`src/rtl/adc_avg_pkg.sv`:
```
// ---------------------------------------------------------------------------
// adc_avg_pkg : shared FSM encodings and register field positions for adc_avg
// Revision    : 1.0
// ---------------------------------------------------------------------------
`default_nettype none

package adc_avg_pkg;

    typedef enum logic [1:0] {
        ST_IDLE = 2'd0,
        ST_ACC  = 2'd1,
        ST_DIV  = 2'd2,
        ST_DONE = 2'd3
    } state_t;

    localparam int DONE_BIT    = 31;
    localparam int BUSY_BIT    = 30;
    localparam int RESTART_BIT = 29;
    localparam int TIMEOUT_BIT = 28;

    localparam int NLOG2_LSB = 16;
    localparam int NLOG2_W   = 3;

    localparam int RESULT_W = 12;
    localparam int CNT_W    = 8;

endpackage

`default_nettype wire

```
`src/rtl/adc_avg_acc.sv`:
```
// ---------------------------------------------------------------------------
// adc_avg_acc : sample accumulator, sample counter and optional min/max tracker
// Revision    : 1.0   (min/max tracking enabled by ADC_AVG_MINMAX_EN)
// ---------------------------------------------------------------------------
`default_nettype none

module adc_avg_acc
    import adc_avg_pkg::*;
#(
    parameter int DW = 12
) (
    input  logic              clk,
    input  logic              rst_,
    input  logic              clear,
    input  logic              accept,
    input  logic [DW-1:0]     sample_data,
    output logic [DW+6:0]     acc,
    output logic [CNT_W-1:0]  count,
    output logic [31:0]       minmax
);

    always_ff @(posedge clk or negedge rst_) begin
        if (!rst_) begin
            acc   <= '0;
            count <= '0;
        end else if (clear) begin
            acc   <= '0;
            count <= '0;
        end else if (accept) begin
            acc   <= acc + (DW+7)'(sample_data);
            count <= count + CNT_W'(1);
        end
    end

`ifdef ADC_AVG_MINMAX_EN
    logic [DW-1:0] min_v;
    logic [DW-1:0] max_v;

    // Presetting min to all-ones lets the first sample win both comparisons.
    always_ff @(posedge clk or negedge rst_) begin
        if (!rst_) begin
            min_v <= '0;
            max_v <= '0;
        end else if (clear) begin
            min_v <= '1;
            max_v <= '0;
        end else if (accept) begin
            if (sample_data < min_v) min_v <= sample_data;
            if (sample_data > max_v) max_v <= sample_data;
        end
    end

    assign minmax = {4'b0, RESULT_W'(max_v), 4'b0, RESULT_W'(min_v)};
`else
    assign minmax = '0;
`endif

endmodule

`default_nettype wire

```
`src/rtl/adc_avg.sv`:
```
// ---------------------------------------------------------------------------
// adc_avg : PCI-controlled ADC averager (2^N samples) with timeout/status reg
// Revision: 1.0   (optional min/max register via ADC_AVG_MINMAX_EN)
// ---------------------------------------------------------------------------
`default_nettype none

module adc_avg
    import adc_avg_pkg::*;
#(
    parameter int TIMEOUT_CYC = 50000,
    parameter int DW          = 12
) (
    input  logic          clk,
    input  logic          rst_,
    input  logic          sample_valid,
    input  logic [DW-1:0] sample_data,
    input  logic          valid_pci,
    input  logic          rd_wr,
    input  logic [31:0]   ad_to_tuvv,
    input  logic          avg_sel,
    input  logic          minmax_sel,
    output logic [31:0]   ad_from_tuvv,
    output logic          avg_busy
);

    localparam int TW = $clog2(TIMEOUT_CYC + 1);

    state_t             state;
    state_t             state_nxt;
    logic [NLOG2_W-1:0] n_log2;
    logic [DW-1:0]      result;
    logic               done_f;
    logic               restart_f;
    logic               timeout_f;
    logic [TW-1:0]      tcnt;

    logic [DW+6:0]      acc;
    logic [CNT_W-1:0]   count;
    logic [CNT_W-1:0]   count_last;
    logic [31:0]        minmax_word;
    logic [31:0]        status_word;

    logic start, in_run, accept, last, tmo, status_rd, minmax_rd;
    logic unused_wdata;

    assign unused_wdata = ^ad_to_tuvv[30:NLOG2_W];

    assign in_run    = (state == ST_ACC) || (state == ST_DIV);
    assign avg_busy  = in_run;
    assign start     = valid_pci & avg_sel & rd_wr & ad_to_tuvv[31];
    assign status_rd = valid_pci & avg_sel & ~rd_wr;
    assign minmax_rd = valid_pci & minmax_sel & ~avg_sel & ~rd_wr;

    assign accept     = (state == ST_ACC) & sample_valid & ~start;
    assign count_last = (CNT_W'(1) << n_log2) - CNT_W'(1);
    assign last       = accept & (count == count_last);
    assign tmo        = (state == ST_ACC) & ~sample_valid & (tcnt == TW'(TIMEOUT_CYC - 1));

    adc_avg_acc #(.DW(DW)) u_acc (
        .clk         (clk),
        .rst_        (rst_),
        .clear       (start),
        .accept      (accept),
        .sample_data (sample_data),
        .acc         (acc),
        .count       (count),
        .minmax      (minmax_word)
    );

    always_comb begin
        state_nxt = state;
        if (start) begin
            state_nxt = ST_ACC;
        end else begin
            case (state)
                ST_IDLE: state_nxt = ST_IDLE;
                ST_ACC: begin
                    if (last)     state_nxt = ST_DIV;
                    else if (tmo) state_nxt = ST_DONE;
                end
                ST_DIV:  state_nxt = ST_DONE;
                ST_DONE: state_nxt = ST_IDLE;
                default: state_nxt = ST_IDLE;
            endcase
        end
    end

    always_ff @(posedge clk or negedge rst_) begin
        if (!rst_) state <= ST_IDLE;
        else       state <= state_nxt;
    end

    always_comb begin
        status_word                              = '0;
        status_word[DONE_BIT]                    = done_f;
        status_word[BUSY_BIT]                    = in_run;
        status_word[RESTART_BIT]                 = restart_f;
        status_word[TIMEOUT_BIT]                 = timeout_f;
        status_word[NLOG2_LSB +: NLOG2_W]        = n_log2;
        status_word[RESULT_W-1:0]                = RESULT_W'(result);
    end

    always_ff @(posedge clk or negedge rst_) begin
        if (!rst_) begin
            n_log2       <= '0;
            result       <= '0;
            done_f       <= 1'b0;
            restart_f    <= 1'b0;
            timeout_f    <= 1'b0;
            tcnt         <= '0;
            ad_from_tuvv <= '0;
        end else begin
            if (start) n_log2 <= ad_to_tuvv[NLOG2_W-1:0];

            if (!start && state == ST_DIV) result <= DW'(acc >> n_log2);
            else if (!start && tmo)        result <= '0;

            if (start || accept)     tcnt <= '0;
            else if (state == ST_ACC) tcnt <= tcnt + TW'(1);

            // Flags set by this cycle's events override a clearing status read.
            if (start) begin
                done_f    <= 1'b0;
                restart_f <= in_run;
                timeout_f <= 1'b0;
            end else begin
                if (status_rd) begin
                    done_f    <= 1'b0;
                    restart_f <= 1'b0;
                    timeout_f <= 1'b0;
                end
                if (state == ST_DONE) done_f    <= 1'b1;
                if (tmo)              timeout_f <= 1'b1;
            end

            if (status_rd)      ad_from_tuvv <= status_word;
            else if (minmax_rd) ad_from_tuvv <= minmax_word;
        end
    end

endmodule

`default_nettype wire

```
`config.mk`:
```
export PLATFORM = sky130hd
export DESIGN_NAME = adc_avg
export DESIGN_NICKNAME = d
export VERILOG_FILES = /design/src/rtl/adc_avg_pkg.sv /design/src/rtl/adc_avg_acc.sv /design/src/rtl/adc_avg.sv
export SDC_FILE = /design/constraint.sdc
export NUM_CORES = 1
export LEC_CHECK = 0
export CAP_MARGIN = 10
export CORE_AREA = 2 2 119 92
export DETAILED_ROUTE_END_ITERATION = 12
export DIE_AREA = 0 0 121 94
export PLACE_DENSITY = 0.75
export SYNTH_ARGS = -nofsm -noshare
export SYNTH_HDL_FRONTEND = slang
export SYNTH_SLANG_ARGS = --single-unit
```
`constraint.sdc`:
```
create_clock -name clk -period 2.1 [get_ports clk]
set_input_delay 0.315 -clock clk [delete_from_list [all_inputs] [get_ports clk]]
set_output_delay 0.315 -clock clk [all_outputs]
set_load 0.01 [all_outputs]
```
Yosys cells after proc, flatten, opt, wreduce, memory -nomap -nowiden
Cells that the tools add are included.
W data, S select, Z words.
Storage, ports and cells
  bits in registers: 95
  word-level logic and storage cells: 72
Operators by class
  $add $sub $neg: 4
  equal/unequal tests: 6
  bitwise operators: 16
  mux-type cells: 20
  shift-type cells: 2
  reductions and logical operators: 14
Operator list (count)
  $mux W32: 2
  $mux W19: 2
  $mux W16: 2
  $mux W12: 2
  $add A19 B12 Y19: 1
  $shr A19 B3 Y12: 1
  $add A16 B1 Y16 const B: 1
  $eq A16 B16 Y1 const B: 1
  $mux W8: 2
  $and A1 B1 Y1: 12
  $reduce_bool A2 Y1: 5
  $add A8 B1 Y8 const B: 1
  $eq A8 B8 Y1: 1
  $shl A1 B3 Y8 const A: 1
  $sub A8 B2 Y8 const B: 1
  $mux W1: 6
  $mux W2: 3
  $pmux W2 S3: 1
  $reduce_bool A3 Y1: 2
  $eq A2 B2 Y1 const B: 2
  $ne A4 B4 Y1 const B: 1
  $not A1 Y1: 4
  $eq A2 B1 Y1 const B: 1
  $logic_and A1 B1 Y1: 2
  4 further kinds: 5

Logic depth before layout (Yosys ltp)
  depth in word-level cells: 9
  mapped depth: 9

Modules after synthesis
Synthesis repeated with hierarchy kept, for this count alone.
Unflattened totals
  cell total of the unflattened synthesis: 585
  area, all modules: 5524.0 um2
Modules (own cells, without submodules)
  adc_avg: area an instance 3611.0 um2, cells each 380, sequential area each 1701.6 um2, instances 1
  adc_avg_acc: area an instance 1913.1 um2, cells each 205, sequential area each 675.6 um2, instances 1

Worst setup path before layout
No wires, ideal clock.
  path type: register -> register
  from: reg u_acc.acc[0]
  to: reg u_acc.acc[12]
  buffers on the path: 0
  arrival time: 2234 ps
  cell stages (with the launch flop): 9
  required time: 1968 ps
  period minus slack after synthesis: 2366 ps
  library setup time: 132 ps
  setup slack: -266 ps
  cells stage by stage: dfrtp_1 -> ha_1 -> fa_1 -> a211oi_1 -> o21ai_0 -> a2111oi_2 -> nor2_1 -> xnor2_1 -> nor2_1
On the way
  word-level cells in the longest chain between the ends: 3
RTL lines
  start, declared: RTL line adc_avg_acc.sv:17  | output logic [DW+6:0] acc,
  start signal, assigned: RTL line adc_avg_acc.sv:30  | acc <= acc + (DW+7)'(sample_data);
  $add A19 B12 Y19: RTL line adc_avg_acc.sv:30
  $mux W19: RTL line adc_avg_acc.sv:29  | end else if (accept) begin
  $mux W19: RTL line adc_avg_acc.sv:26  | end else if (clear) begin
Every way passes these cells. The select of a mux whose other input is x is not followed.
A chain may end at the register's enable or synchronous reset.

Final worst setup path
  from: reg u_acc.acc[0]
  to: reg u_acc.acc[14]
The elaborated chain is that of the path after synthesis.

==> metrics <==
count of port buffers added during placement 42; Seq cells post-synth 82; warning count from the yosys run 0; primary flip-flop cell chosen by synthesis mapping sky130_fd_sc_hd__dfrtp_1; sinks on the clock net 82; result of the run finished, violations left; number of buffers created by CTS 9; arrival time at the worst endpoint 2.58 ns; static leakage 2.725 nW; crit path launch u_acc.acc[0]; Reg2Reg Capture Point u_acc.acc[14]; count of cell types in the netlist 51; Detail Placement HPWL 8.163 mm; Antenna diodes 0; power density over the cells 1156 nW/µm²; clock-pin slew of the registers on the worst-case setup and hold paths 0.06 ns; ratio of cells with drive above 1 in the final layout 19.00%; Max stage delay on crit path 0.42 ns; largest net degree at the start of global routing 71; required time at the endpoint of the critical path 2.37 ns; clock period minus final worst setup slack 2.311 ns; max-cap violation count 0; total number of vias 4181; CP endpoint u_acc.acc[14]; Final Hold Viols 0; hold slack final 0.3717 ns; highest ir drop seen on vdd 0.5405 mV; Critical Path Source Type flop; clock latency of the later-clocked register in the worst-skew pair 0.34 ns; Max-slew headroom 66.27%; switching power 2.633 mW; power share of the sequential group 31.6%; achievable clock frequency 0.4327 GHz; cell breakdown of the critical path ha_4 -> fa_2 -> a211oi_4 -> o21ai_2 -> a2111oi_4 -> buf_4 -> buf_4 -> o21ai_2 -> a21oi_2; RSZ-0062 raised after global routing yes; share of the yosys chip area belonging to registers 42.71%; maximum net fanout on the critical path 7; number of enable-type register cells in the synthesized netlist 0; starting density of the core 47.43%; logic depth of the worst register-to-register path 9; share of the clock period used by the worst path after layout 110.0%; commonest cells after routing, fill and taps aside sky130_fd_sc_hd__nand2_1 (94), sky130_fd_sc_hd__dfrtp_1 (82), sky130_fd_sc_hd__buf_4 (65); die area 11370 µm²; final instance area 6210 µm²; P&R area growth vs syn 29.24%; via count of the first global-routing pass 4021; Worst Tran Pin Value 0.5006 ns; total grt overflow 0; Placed Instance Area 5690 µm²; Clk pwr share 22.6%; Slowest-stage cell, CP sky130_fd_sc_hd__fa_2; clock tree from TritonCTS yes; first-pass iteration count of the detailed router 5; reg-to-reg startpoint u_acc.acc[0]; Worst Hold Class in2async; count of nets after finishing 685; register-to-register setup slack -0.21 ns; Worst setup EP type flop; die boundary width 121 µm; cell area after technology mapping 4805 µm²; filler cell count 807; family of cells with the greatest summed delay on the critical path compound AO/OA/AOI/OAI gates; Max Transition Viols Final 0; number of antenna violations at the first check in global routing 0; H-Tree Level Count 3; placeable core region 10130 µm²; Pint 4.545 mW; crit path setup slack, layout -0.2108 ns; average instance area after synthesis 9.169 µm²; failing checks setup timing; first-pass GRT wire length 18.87 mm; worst path bufs/invs 2; clk_skew 0.005827 ns; asr flop ratio synth 100.0%; Total Power 7.178 mW; fraction of the core area covered by cells at the end of the flow 61.30%; remaining routing DRC violations 0; fraction of power consumed by combinational cells 45.8%; number of buffers on the longest clock path 2; antenna-violating nets left 0; clock root buffer sky130_fd_sc_hd__clkbuf_16; drt via density 5.523; number of primary I/O pins 84; die extent in y 94 µm; setup tns final -0.9913 ns; crit path kind reg2reg; critical path depth in cells 9; total detailed-routing wirelength 11.49 mm; Avg WL per Cell 15.17 µm; final estimated routing congestion in global placement 0.8424; total setup violations reported at the end of the flow 8; Syn Inst Count 524; sw frac 36.69%; first-iteration detailed-routing DRC count 406; row cnt 32; global routing usage summed across all routing layers 20.77%; most common cell after layout, fill and taps aside sky130_fd_sc_hd__nand2_1
[through the flow]
step / setup WS (ns) / std cells
final: -0.2108 / 757
after global routing: -0.3377 / 757
after CTS: -0.1239 / 753
after detailed placement: -0.5372 / 732
after global placement: -0.4636 / 732
after floorplan: 0.01394 / 536
[cell type report]
type | instances | area, µm² | area share, %
well taps | 136 | 170.2 | 2.740
multi-input cells | 406 | 2715 | 43.72
flip-flops and latches | 82 | 2052 | 33.04
inverters | 9 | 33.78 | 0.5440
repair buffers | 108 | 929.6 | 14.97
clock inverters | 6 | 70.07 | 1.128
clock buffers | 10 | 239.0 | 3.848
[how the worst min path moves through the flow]
| stage | start | endpoint | slack, ns | cells after the start |
|---|---|---|---|---|
| global placement | rst_ | tcnt[8] | 0.17 | 1 |
| finish | rst_ | tcnt[9] | 0.37 | 2 |
| CTS | rst_ | tcnt[5] | 0.36 | 2 |
| detailed placement | rst_ | tcnt[9] | 0.17 | 1 |
| floorplan | rst_ | ad_from_tuvv[0] | 0.02 | 0 |
| global route | rst_ | tcnt[10] | 0.39 | 2 |
[worst reg2reg max path: stages, from the launching register on]
cell,delay (ns)
sky130_fd_sc_hd__dfrtp_1,0.41
sky130_fd_sc_hd__ha_4,0.18
sky130_fd_sc_hd__fa_2,0.42
sky130_fd_sc_hd__a211oi_4,0.27
sky130_fd_sc_hd__o21ai_2,0.14
sky130_fd_sc_hd__a2111oi_4,0.32
sky130_fd_sc_hd__buf_4,0.21
sky130_fd_sc_hd__buf_4,0.12
sky130_fd_sc_hd__o21ai_2,0.05
sky130_fd_sc_hd__a21oi_2,0.11
[cell families after synthesis]
logic type / share of synthesized area (%)
multiplexers: 9.089
buffers and inverters: 5.026
other: 0.07805
XOR/XNOR: 5.469
AND/OR/NAND/NOR: 18.20
AO/OA/AOI/OAI: 14.58
flip-flops: 42.71
adder cells (fa/ha/maj): 4.844
[synth_stat cells, types with 2 or more instances]
cell | instances | area share, %
sky130_fd_sc_hd__o21a_1 | 4 | 0.63
sky130_fd_sc_hd__mux4_2 | 10 | 4.7
sky130_fd_sc_hd__buf_1 | 4 | 0.31
sky130_fd_sc_hd__nor4_1 | 4 | 0.52
sky130_fd_sc_hd__xnor2_1 | 13 | 2.4
sky130_fd_sc_hd__mux2i_1 | 20 | 4.2
sky130_fd_sc_hd__buf_2 | 4 | 0.42
sky130_fd_sc_hd__a211oi_1 | 4 | 0.63
sky130_fd_sc_hd__or3_1 | 9 | 1.2
sky130_fd_sc_hd__nand4_1 | 10 | 1.3
sky130_fd_sc_hd__xor2_1 | 17 | 3.1
sky130_fd_sc_hd__clkbuf_1 | 17 | 1.3
sky130_fd_sc_hd__and3_1 | 5 | 0.65
sky130_fd_sc_hd__and2_1 | 2 | 0.26
sky130_fd_sc_hd__a21oi_1 | 34 | 3.5
sky130_fd_sc_hd__o21ai_0 | 54 | 5.6
sky130_fd_sc_hd__inv_1 | 9 | 0.70
sky130_fd_sc_hd__o31ai_1 | 3 | 0.47
sky130_fd_sc_hd__a31oi_1 | 3 | 0.39
sky130_fd_sc_hd__nor2b_1 | 2 | 0.26
sky130_fd_sc_hd__ha_1 | 17 | 4.4
sky130_fd_sc_hd__or4_1 | 2 | 0.31
sky130_fd_sc_hd__nand2b_1 | 5 | 0.65
sky130_fd_sc_hd__nor2_1 | 38 | 3.0
sky130_fd_sc_hd__a21o_1 | 2 | 0.31
sky130_fd_sc_hd__nand3_1 | 12 | 1.3
sky130_fd_sc_hd__nand2_1 | 94 | 7.3
sky130_fd_sc_hd__buf_4 | 13 | 2.0
sky130_fd_sc_hd__o211ai_1 | 5 | 0.78
sky130_fd_sc_hd__nor3_1 | 5 | 0.52
sky130_fd_sc_hd__dfrtp_1 | 82 | 43
sky130_fd_sc_hd__o2111ai_1 | 2 | 0.36
[sequential cells by signal (all words and copies together), names as in the netlist]
register,cells
ad_from_tuvv,19
done_f,1
n_log2,3
restart_f,1
result,12
state,2
tcnt,16
timeout_f,1
u_acc.acc,19
u_acc.count,8
[metal layers]
metal / wire length [µm] / track usage [%]
met5: 0 / 0
met4: 214 / 6.783
met3: 518 / 3.337
met2: 5481 / 33.90
met1: 5272 / 28.39
[power groups by stage]
stage          sequential, mW  clock (mW)  combinational (mW)
3_5_place_dp             2.27           0                2.92
5_1_grt                  2.31        1.74                3.62
4_1_cts                  2.24        1.66                3.04
2_1_floorplan            2.21           0                1.86
3_3_place_gp             2.25           0                2.81
6_report                 2.27        1.63                3.29
[what timing repair did]
item,CTS,global route
endpoints found under the setup margin,9,29
resized for setup,10,25
buffers inserted,4,4
hold buffers,1,0
endpoints found under the hold margin,12,0
pin swaps,9,14
No activity file was read; power rests on OpenSTA's default activity.
